### config.mk
export PLATFORM = sky130hd
export DESIGN_NAME = pipeline_stall_ctrl
export DESIGN_NICKNAME = d
export VERILOG_FILES = /design/src/rtl/pipeline_stall_ctrl_pkg.sv /design/src/rtl/pipeline_stall_ctrl_mdu_cycle_counter.sv /design/src/rtl/pipeline_stall_ctrl.sv
export SDC_FILE = /design/constraint.sdc
export NUM_CORES = 1
export LEC_CHECK = 0
export BUFFER_PORTS_ARGS = -buffer_cell sky130_fd_sc_hd__buf_2
export CORE_MARGIN = 10
export CORE_UTILIZATION = 47
export DETAILED_ROUTE_END_ITERATION = 16
export GPL_ROUTABILITY_DRIVEN = 0
export PLACE_DENSITY = 0.79
export SETUP_SLACK_MARGIN = 0.5
export SLEW_MARGIN = 20
export SYNTH_ARGS = -nofsm -noshare
export SYNTH_HDL_FRONTEND = slang
export SYNTH_SLANG_ARGS = --single-unit
### constraint.sdc
create_clock -name clk -period 2.4 [get_ports clk]
set_input_delay 0.48 -clock clk [delete_from_list [all_inputs] [get_ports clk]]
set_output_delay 0.48 -clock clk [all_outputs]
set_load 0.01 [all_outputs]
### src/rtl/pipeline_stall_ctrl_pkg.sv
// rtl/pipeline_stall_ctrl_pkg.sv - shared CPU package: stall FSM states, MDU op codes, pipeline control fields
package pipeline_stall_ctrl_pkg;

   typedef enum logic {
      RUN      = 1'b0,
      MDU_BUSY = 1'b1
   } stallState_t;

   typedef enum logic {
      MDU_MUL = 1'b0,
      MDU_DIV = 1'b1
   } mduOp_t;

   // Control fields carried down the pipe; a bubble zeroes all of them.
   typedef struct packed {
      logic regWrite;
      logic memRead;
      logic memWrite;
      logic memToReg;
      logic branch;
      logic aluSrc;
   } ctrlFields_t;

   localparam logic [4:0] REG_ZERO = 5'd0;

endpackage

### src/rtl/pipeline_stall_ctrl_mdu_cycle_counter.sv
// rtl/pipeline_stall_ctrl_mdu_cycle_counter.sv - 8-bit down-counter pacing multi-cycle MDU stalls
module mdu_cycle_counter
   import pipeline_stall_ctrl_pkg::*;
(
   input  logic       clk,
   input  logic       reset_n,
   input  logic       load,
   input  logic [7:0] loadValue,
   input  logic       dec,
   output logic [7:0] cnt
);

   always_ff @(posedge clk or negedge reset_n) begin
      if (!reset_n)
         cnt <= 8'd0;
      else if (load)
         cnt <= loadValue;
      else if (dec)
         cnt <= cnt - 8'd1;
   end

endmodule

### src/rtl/pipeline_stall_ctrl.sv
// rtl/pipeline_stall_ctrl.sv - hazard/stall control: load-use, taken branch, multi-cycle MDU
// Optional STALL_COUNT_EN adds a saturating stall_cycles counter output.
module pipeline_stall_ctrl
   import pipeline_stall_ctrl_pkg::*;
#(
   parameter int MUL_CYCLES = 4,
   parameter int DIV_CYCLES = 32
)
(
   input  logic        clk,
   input  logic        reset_n,
   input  logic        ID_EX_MemRead,
   input  logic [4:0]  ID_EX_RegRt,
   input  logic [4:0]  IF_ID_RegRs,
   input  logic [4:0]  IF_ID_RegRt,
   input  logic        branch_taken,
   input  logic        mdu_start,
   input  logic        mdu_op,
   output logic        PC_Write,
   output logic        IF_ID_Write,
   output logic        ID_EX_Write,
   output logic        ID_EX_Bubble,
   output logic        IF_ID_Flush,
   output logic        EX_MEM_Bubble,
   output logic        mdu_done
`ifdef STALL_COUNT_EN
   ,
   output logic [15:0] stall_cycles
`endif
);

   localparam logic [7:0] MUL_LOAD = 8'(MUL_CYCLES - 1);
   localparam logic [7:0] DIV_LOAD = 8'(DIV_CYCLES - 1);

   stallState_t state, nextState;
   logic [7:0]  cnt;
   logic        cntLoad, cntDec;
   logic        loadUse;

   assign loadUse = ID_EX_MemRead && (ID_EX_RegRt != REG_ZERO) &&
                    ((ID_EX_RegRt == IF_ID_RegRs) || (ID_EX_RegRt == IF_ID_RegRt));

   always_ff @(posedge clk or negedge reset_n) begin
      if (!reset_n)
         state <= RUN;
      else
         state <= nextState;
   end

   mdu_cycle_counter u_cnt (
      .clk       (clk),
      .reset_n   (reset_n),
      .load      (cntLoad),
      .loadValue ((mdu_op == MDU_DIV) ? DIV_LOAD : MUL_LOAD),
      .dec       (cntDec),
      .cnt       (cnt)
   );

   // Outputs are gated by reset_n so they read reset values while reset is held.
   always_comb begin
      nextState     = state;
      cntLoad       = 1'b0;
      cntDec        = 1'b0;
      PC_Write      = 1'b1;
      IF_ID_Write   = 1'b1;
      ID_EX_Write   = 1'b1;
      ID_EX_Bubble  = 1'b0;
      IF_ID_Flush   = 1'b0;
      EX_MEM_Bubble = 1'b0;
      mdu_done      = 1'b0;
      if (reset_n) begin
         case (state)
            RUN: begin
               if (branch_taken) begin
                  IF_ID_Flush  = 1'b1;
                  ID_EX_Bubble = 1'b1;
               end else if (mdu_start) begin
                  PC_Write      = 1'b0;
                  IF_ID_Write   = 1'b0;
                  ID_EX_Write   = 1'b0;
                  EX_MEM_Bubble = 1'b1;
                  cntLoad       = 1'b1;
                  nextState     = MDU_BUSY;
               end else if (loadUse) begin
                  PC_Write     = 1'b0;
                  IF_ID_Write  = 1'b0;
                  ID_EX_Bubble = 1'b1;
               end
            end
            MDU_BUSY: begin
               PC_Write      = 1'b0;
               IF_ID_Write   = 1'b0;
               ID_EX_Write   = 1'b0;
               EX_MEM_Bubble = 1'b1;
               if (cnt > 8'd1) begin
                  cntDec = 1'b1;
               end else begin
                  mdu_done  = 1'b1;
                  nextState = RUN;
               end
            end
            default: nextState = RUN;
         endcase
      end
   end

`ifdef STALL_COUNT_EN
   always_ff @(posedge clk or negedge reset_n) begin
      if (!reset_n)
         stall_cycles <= 16'd0;
      else if (!PC_Write && (stall_cycles != 16'hFFFF))
         stall_cycles <= stall_cycles + 16'd1;
   end
`endif

endmodule
# == After elaboration in Yosys (flattened, before gate mapping) ==
# Cells that the tools add are included.
# classes
n_eq_ne,2
shifts,0
bitwise,1
n_mux,33
n_mul,0
n_lt_le_gt_ge,1
div_mod_pow,0
reduce_logical,5
n_addsub,1
# ops
cell,n
2-to-1 mux 1 bit,26
2-to-1 mux 8 bit,2
== test 5 bit,2
greater-than comparator 8 x 1 -> 1 bit (second input constant),1
case mux 1 bit (2 select lines),4
subtractor 8 x 1 -> 8 bit (second input constant),1
2-to-1 mux 5 bit,1
nonzero test 5 bit,1
logical AND 1 bit,2
nonzero test 2 bit,1
logical OR 1 bit,1
NOT 1 bit,1
# totals
reg_bits,9
wordCells,45
output_inout_bits,7
rom_bits,0
latchBits,0
mem_bits_rw,0
in_bits,21
mem_count,0

# == Logic depth before layout (Yosys ltp) ==
# depth
ltp_word,8
ltp_mapped,6
ltp_nobuf,6

# == Hierarchy ==
# From an unflattened synthesis, not the netlist that was laid out.
# unflattened
hier_cells,91
area_unflattened_um2,737.0
# modules_own_cells
mod,cells_per_inst,seq_area_each_um2,area_per_inst_um2,n_inst
mdu_cycle_counter,53,200.2,466.7,1
pipeline_stall_ctrl,38,25.0,270.3,1

# == Least setup slack after synthesis ==
# Ideal clock, no wire load.
# synth_timing
path_type,input -> output
startpoint,input ID_EX_RegRt[1]
endpoint,output PC_Write
slack_ns,0.414
path_stages,4
required_time_ns,1.920
arrival_ns,1.506
path_buffers,1
cell_sequence,or4_1 > o21ai_0 > o41a_1 > buf_4
# synth_via
elab_chain_len,8
elab_cells_between_ends,11
cone_classes,eq/ne (2); mux (5); reduce/logical (4)
# synth_rtl
item,line,source
start: declaration,pipeline_stall_ctrl.sv:13,"input logic [4:0] ID_EX_RegRt,"
== test 5 bit / nonzero test 5 bit (equally long branches),"pipeline_stall_ctrl.sv:41, pipeline_stall_ctrl.sv:40",
logical OR 1 bit / logical AND 1 bit (equally long branches),"pipeline_stall_ctrl.sv:41, pipeline_stall_ctrl.sv:40",
logical AND 1 bit (*),pipeline_stall_ctrl.sv:40,assign loadUse = ID_EX_MemRead && (ID_EX_RegRt != REG_ZERO) &&
2-to-1 mux 1 bit (*) (3 in series),n/a,
case mux 1 bit (2 select lines) (*),n/a,
2-to-1 mux 1 bit (*),n/a,
end: declaration,pipeline_stall_ctrl.sv:19,"output logic PC_Write,"
# Every way passes the cells marked *; elsewhere a longest branch is shown, timed or not.

# == Final worst setup path ==
# layout_timing
startpoint,input ID_EX_RegRt[1]
endpoint,output ID_EX_Bubble
# layout_via
elab_chain_len,8
elab_cells_between_ends,11
cone_classes,eq/ne (2); mux (5); reduce/logical (4)
# layout_rtl
item,line,source
== test 5 bit / nonzero test 5 bit (equally long branches),"pipeline_stall_ctrl.sv:41, pipeline_stall_ctrl.sv:40",
logical OR 1 bit / logical AND 1 bit (equally long branches),"pipeline_stall_ctrl.sv:41, pipeline_stall_ctrl.sv:40",
logical AND 1 bit (*),pipeline_stall_ctrl.sv:40,
2-to-1 mux 1 bit (*),pipeline_stall_ctrl.sv:84,end else if (loadUse) begin
2-to-1 mux 1 bit (*),pipeline_stall_ctrl.sv:77,end else if (mdu_start) begin
2-to-1 mux 1 bit (*),pipeline_stall_ctrl.sv:74,if (branch_taken) begin
2-to-1 mux 1 bit (*),pipeline_stall_ctrl.sv:72,case (state)
2-to-1 mux 1 bit (*),pipeline_stall_ctrl.sv:71,if (reset_n) begin
end: declaration,pipeline_stall_ctrl.sv:22,"output logic ID_EX_Bubble,"
# Marks and branches as above.

==> results by group <==
Status
  – Outcome: completed

Worst setup path
  – Worst r2r dst: u_cnt.cnt[5]$_DFFE_PN0P_
  – Required time at the endpoint of the critical path: 1920 ps
  – Crit Path Max Fanout: 2
  – Ordered list of cells on the worst path: buf_8 -> or4_4 -> o21ai_2 -> or4_1 -> o21bai_1 -> buf_2
  – Worst setup SP type: input pin
  – Buffering stage count on the worst path with inverters included: 2
  – Worst reg2reg path depth: 6
  – Category of cells accounting for the largest share of critical-path delay: simple AND/OR/NAND/NOR gates
  – R2R setup slack: between 500 and 600 ps
  – Critical path's largest stage delay: 530 ps
  – WP data arrival: 1590 ps
  – Critical path type: in -> out
  – Startpoint of the most critical register-to-register path: u_cnt.cnt[3]$_DFFE_PN0P_
  – Slowest cell on crit path: sky130_fd_sc_hd__or4_4
  – CP endpoint kind: output pin

Power
  – P_leak: 0.477 nW
  – Fraction of power spent switching nets: 43.9%
  – Part of the power in registers: approximately a third
  – Comb pwr share: 53.2%
  – Internal cell power: 0.000525 W
  – Net switching power of the design: 0.000411 W
  – Peak ir drop on the vdd network: 0.586 mV
  – Power density cells: 876 nW/µm²
  – Clock share of power: 12.9%

Timing
  – Maximum operating frequency: around 480 MHz
  – Crit path time final: 2070 ps
  – Final critical-path share of the clock period: 86.4%
  – Clock Skew: between 6 and 7 ps
  – Worst-margin pin slew: 372 ps
  – Number of pins with negative max-slew slack in the final report: 0
  – RSZ-0062 raised after global routing: true
  – Sum Neg Setup Slack: 0 ps
  – Count of final hold-check violations: 0
  – Number of setup violations in the final report: 0
  – Worst slew margin: between 70% and 80%

Clocking
  – CTS tree: done
  – Cts bufs inserted: 3
  – Sinks on Clock Net: 9
  – Source-to-sink clock delay at the later pin of the worst-skew pair: 270 ps
  – Clk root buf: sky130_fd_sc_hd__clkbuf_4
  – Total of hold buffers inserted after clock tree synthesis: 0
  – Clock-pin slew reported for the worst setup and hold paths after clock tree synthesis: 60 ps
  – Number of H-tree branching levels: 1
  – Clk buf depth: 2

GRT
  – Remaining Overflow, GRT: 0
  – Total track usage: 12.8%
  – Pin count of the biggest net entering global routing: 17
  – Number of global-route vias before repair: 820
  – First-pass GRT wire length: about 3600 µm
  – Initial antenna violation count: 0

Die
  – Row count: 14
  – Horizontal extent of the die: 59.8 µm
  – Starting utilization of the core area: 49.4%
  – Die ar.: 3580 µm²
  – Standard cell core area: 1510 µm²
  – Height of the die: between 50 and 60 µm
  – Total I/O pin count: 28

Layout
  – Fraction of final layout cells sized beyond drive strength 1: 46.0%
  – Layout Utilization: 70.9%
  – Fillers: 123
  – Area Growth Syn to Fin: 43.5%
  – Total Nets Final: 150
  – Diodes inserted: 0

Route
  – Routed vias: 840
  – Remaining number of nets flagged by the antenna check after routing: 0
  – Final routed wirelength across all metal layers: 2470 µm
  – Avg WL per Cell: roughly 17 µm
  – Number of DRC violations after detailed routing: 0
  – First-pass DRT Iterations: 4
  – Number of vias per cell: 5.92
  – Initial detailed-routing violation count: 48

Min path
  – Type of the most critical hold path: in -> async

Synthesis
  – Synthesized area: 744 µm²
  – Number of register bits inferred by synthesis: 9
  – Average cell area after synthesis: 8.46 µm²
  – Post-Synthesis Net Count: 111
  – Part of the Yosys area used for sequential elements: 30.3%
  – Number of warnings reported in the yosys synthesis log: 0
  – Cells after Synth: 88
  – Distinct cell type count after synthesis: 35

Place
  – Port buffer count: 27
  – Post-DP HPWL: 1640 µm

Job
  – Number of maximum-capacitance constraint violations: 0
-- synthesized netlist by cell type --
cell type / n / area (µm²)
sky130_fd_sc_hd__and4_2: 1 / 10.0
sky130_fd_sc_hd__o21ai_0: 8 / 40.0
sky130_fd_sc_hd__or2_2: 1 / 6.26
sky130_fd_sc_hd__nor4bb_1: 1 / 10.0
sky130_fd_sc_hd__o21ai_1: 1 / 5.00
sky130_fd_sc_hd__a311oi_1: 1 / 8.76
sky130_fd_sc_hd__xor2_1: 10 / 87.6
sky130_fd_sc_hd__o21bai_1: 1 / 7.51
sky130_fd_sc_hd__o31a_1: 1 / 8.76
sky130_fd_sc_hd__nand2_1: 4 / 15.0
sky130_fd_sc_hd__ha_1: 2 / 25.0
sky130_fd_sc_hd__o31ai_1: 2 / 15.0
sky130_fd_sc_hd__nand4_1: 1 / 6.26
sky130_fd_sc_hd__or4_1: 2 / 15.0
sky130_fd_sc_hd__inv_1: 6 / 22.5
sky130_fd_sc_hd__clkbuf_1: 1 / 3.75
sky130_fd_sc_hd__o2111ai_1: 2 / 17.5
sky130_fd_sc_hd__o41a_1: 1 / 11.3
sky130_fd_sc_hd__nand3_1: 3 / 15.0
sky130_fd_sc_hd__buf_4: 1 / 7.51
sky130_fd_sc_hd__a31oi_1: 1 / 6.26
sky130_fd_sc_hd__a22oi_1: 2 / 15.0
sky130_fd_sc_hd__nor4_4: 1 / 21.3
sky130_fd_sc_hd__dfrtp_1: 9 / 225
sky130_fd_sc_hd__nor2_1: 8 / 30.0
sky130_fd_sc_hd__buf_2: 1 / 5.00
sky130_fd_sc_hd__or3_1: 3 / 18.8
sky130_fd_sc_hd__o211ai_1: 1 / 7.51
sky130_fd_sc_hd__nor4b_1: 1 / 8.76
sky130_fd_sc_hd__nor2b_1: 1 / 6.26
sky130_fd_sc_hd__mux2i_1: 1 / 10.0
sky130_fd_sc_hd__nor3_1: 4 / 20.0
sky130_fd_sc_hd__mux2_2: 1 / 11.3
sky130_fd_sc_hd__a21oi_1: 3 / 15.0
sky130_fd_sc_hd__and3_1: 1 / 6.26
-- state kept, by name (all words and copies together), names as in the netlist --
name / flops
state: 1
u_cnt.cnt: 8
-- worst max-delay path by stage --
stage,start,end,slack [ps],cells after the start
floorplan,ID_EX_RegRt[1],PC_Write,430,4
global placement,ID_EX_RegRt[3],PC_Write,290,6
detailed placement,ID_EX_RegRt[1],ID_EX_Bubble,260,6
CTS,ID_EX_RegRt[1],ID_EX_Bubble,340,6
global route,ID_EX_RegRt[1],ID_EX_Bubble,290,6
finish,ID_EX_RegRt[1],ID_EX_Bubble,330,6
-- cells in the final DEF, fill, tap and decap left out, types with 3 or more instances in the layout --
cell	synthesis	final
sky130_fd_sc_hd__buf_2	1	23
sky130_fd_sc_hd__buf_4	1	12
sky130_fd_sc_hd__xor2_1	10	10
sky130_fd_sc_hd__o21ai_0	8	7
sky130_fd_sc_hd__nor2_1	8	6
sky130_fd_sc_hd__dfrtp_1	9	6
sky130_fd_sc_hd__nand2_1	4	4
sky130_fd_sc_hd__inv_1	6	4
sky130_fd_sc_hd__nor3_1	4	4
sky130_fd_sc_hd__or3_1	3	3
sky130_fd_sc_hd__a21oi_1	3	3
sky130_fd_sc_hd__clkbuf_4	0	3
sky130_fd_sc_hd__dfrtp_2	0	3
-- logic make-up after synthesis --
kind of cell               Yosys count  share of synthesized area (%)
AOI/OAI and AO/OA                   24                           21.2
DFF                                  9                           30.3
muxes                                2                           2.86
buffers and inverters                9                           5.21
and+or+nand+nor                     32                           25.4
adders and majority gates            2                           3.36
xor gates and xnor gates            10                           11.8
-- layout make-up --
type                            count  area (µm²)  area share (%)
Tap cell                           16        20.0            1.87
Sequential cell                     9         229            21.4
Timing Repair Buffer               37         235            22.0
Clock buffer                        4        26.3            2.46
Inverter                            6        22.5            2.11
Multi-Input combinational cell     70         536            50.1
-- layer usage --
metal	global-route usage (%)	vias up	part of all wire [%]
met5	0	-	0
met4	3.21	0	2.0
met3	4.87	4	4.9
met2	23.1	27	54
met1	13.4	405	39
li1	-	404	-
-- power groups by stage --
stage	logic [W]	registers [W]	clock network, W
global placement	0.000325	0.000298	0
detailed placement	0.000334	0.000301	0
finish	0.000498	0.000318	0.000120
floorplan	0.000258	0.000275	0
global route	0.000546	0.000328	0.000131
CTS	0.000393	0.000300	0.000120
-- through the flow --
stage          total power, W  setup slack (ps)  std cells  instance area [µm²]  hold slack (ps)
6_report             0.000936               328        142                 1070              154
3_5_place_dp         0.000635               260        130                  898              442
5_1_grt               0.00100               287        142                 1070              175
4_1_cts              0.000813               343        139                  998              161
2_1_floorplan        0.000533               430         88                  744              184
3_3_place_gp         0.000623               293        130                  898              432
-- timing repair --
| action | in CTS | in global routing |
|---|---|---|
| setup endpoints to repair | 6 | 7 |
| buffers inserted | 5 | 3 |
| pin swaps | 6 | 4 |
| gates resized for setup | 12 | 12 |
-- worst register-to-register path, stage by stage (launching register included) --
cell,delay (ps)
sky130_fd_sc_hd__dfrtp_2,420
sky130_fd_sc_hd__nor4_4,350
sky130_fd_sc_hd__buf_4,160
sky130_fd_sc_hd__buf_4,120
sky130_fd_sc_hd__nand4_1,170
sky130_fd_sc_hd__nand3_1,150
sky130_fd_sc_hd__mux2_2,340
(Power assumes the default switching activity.)
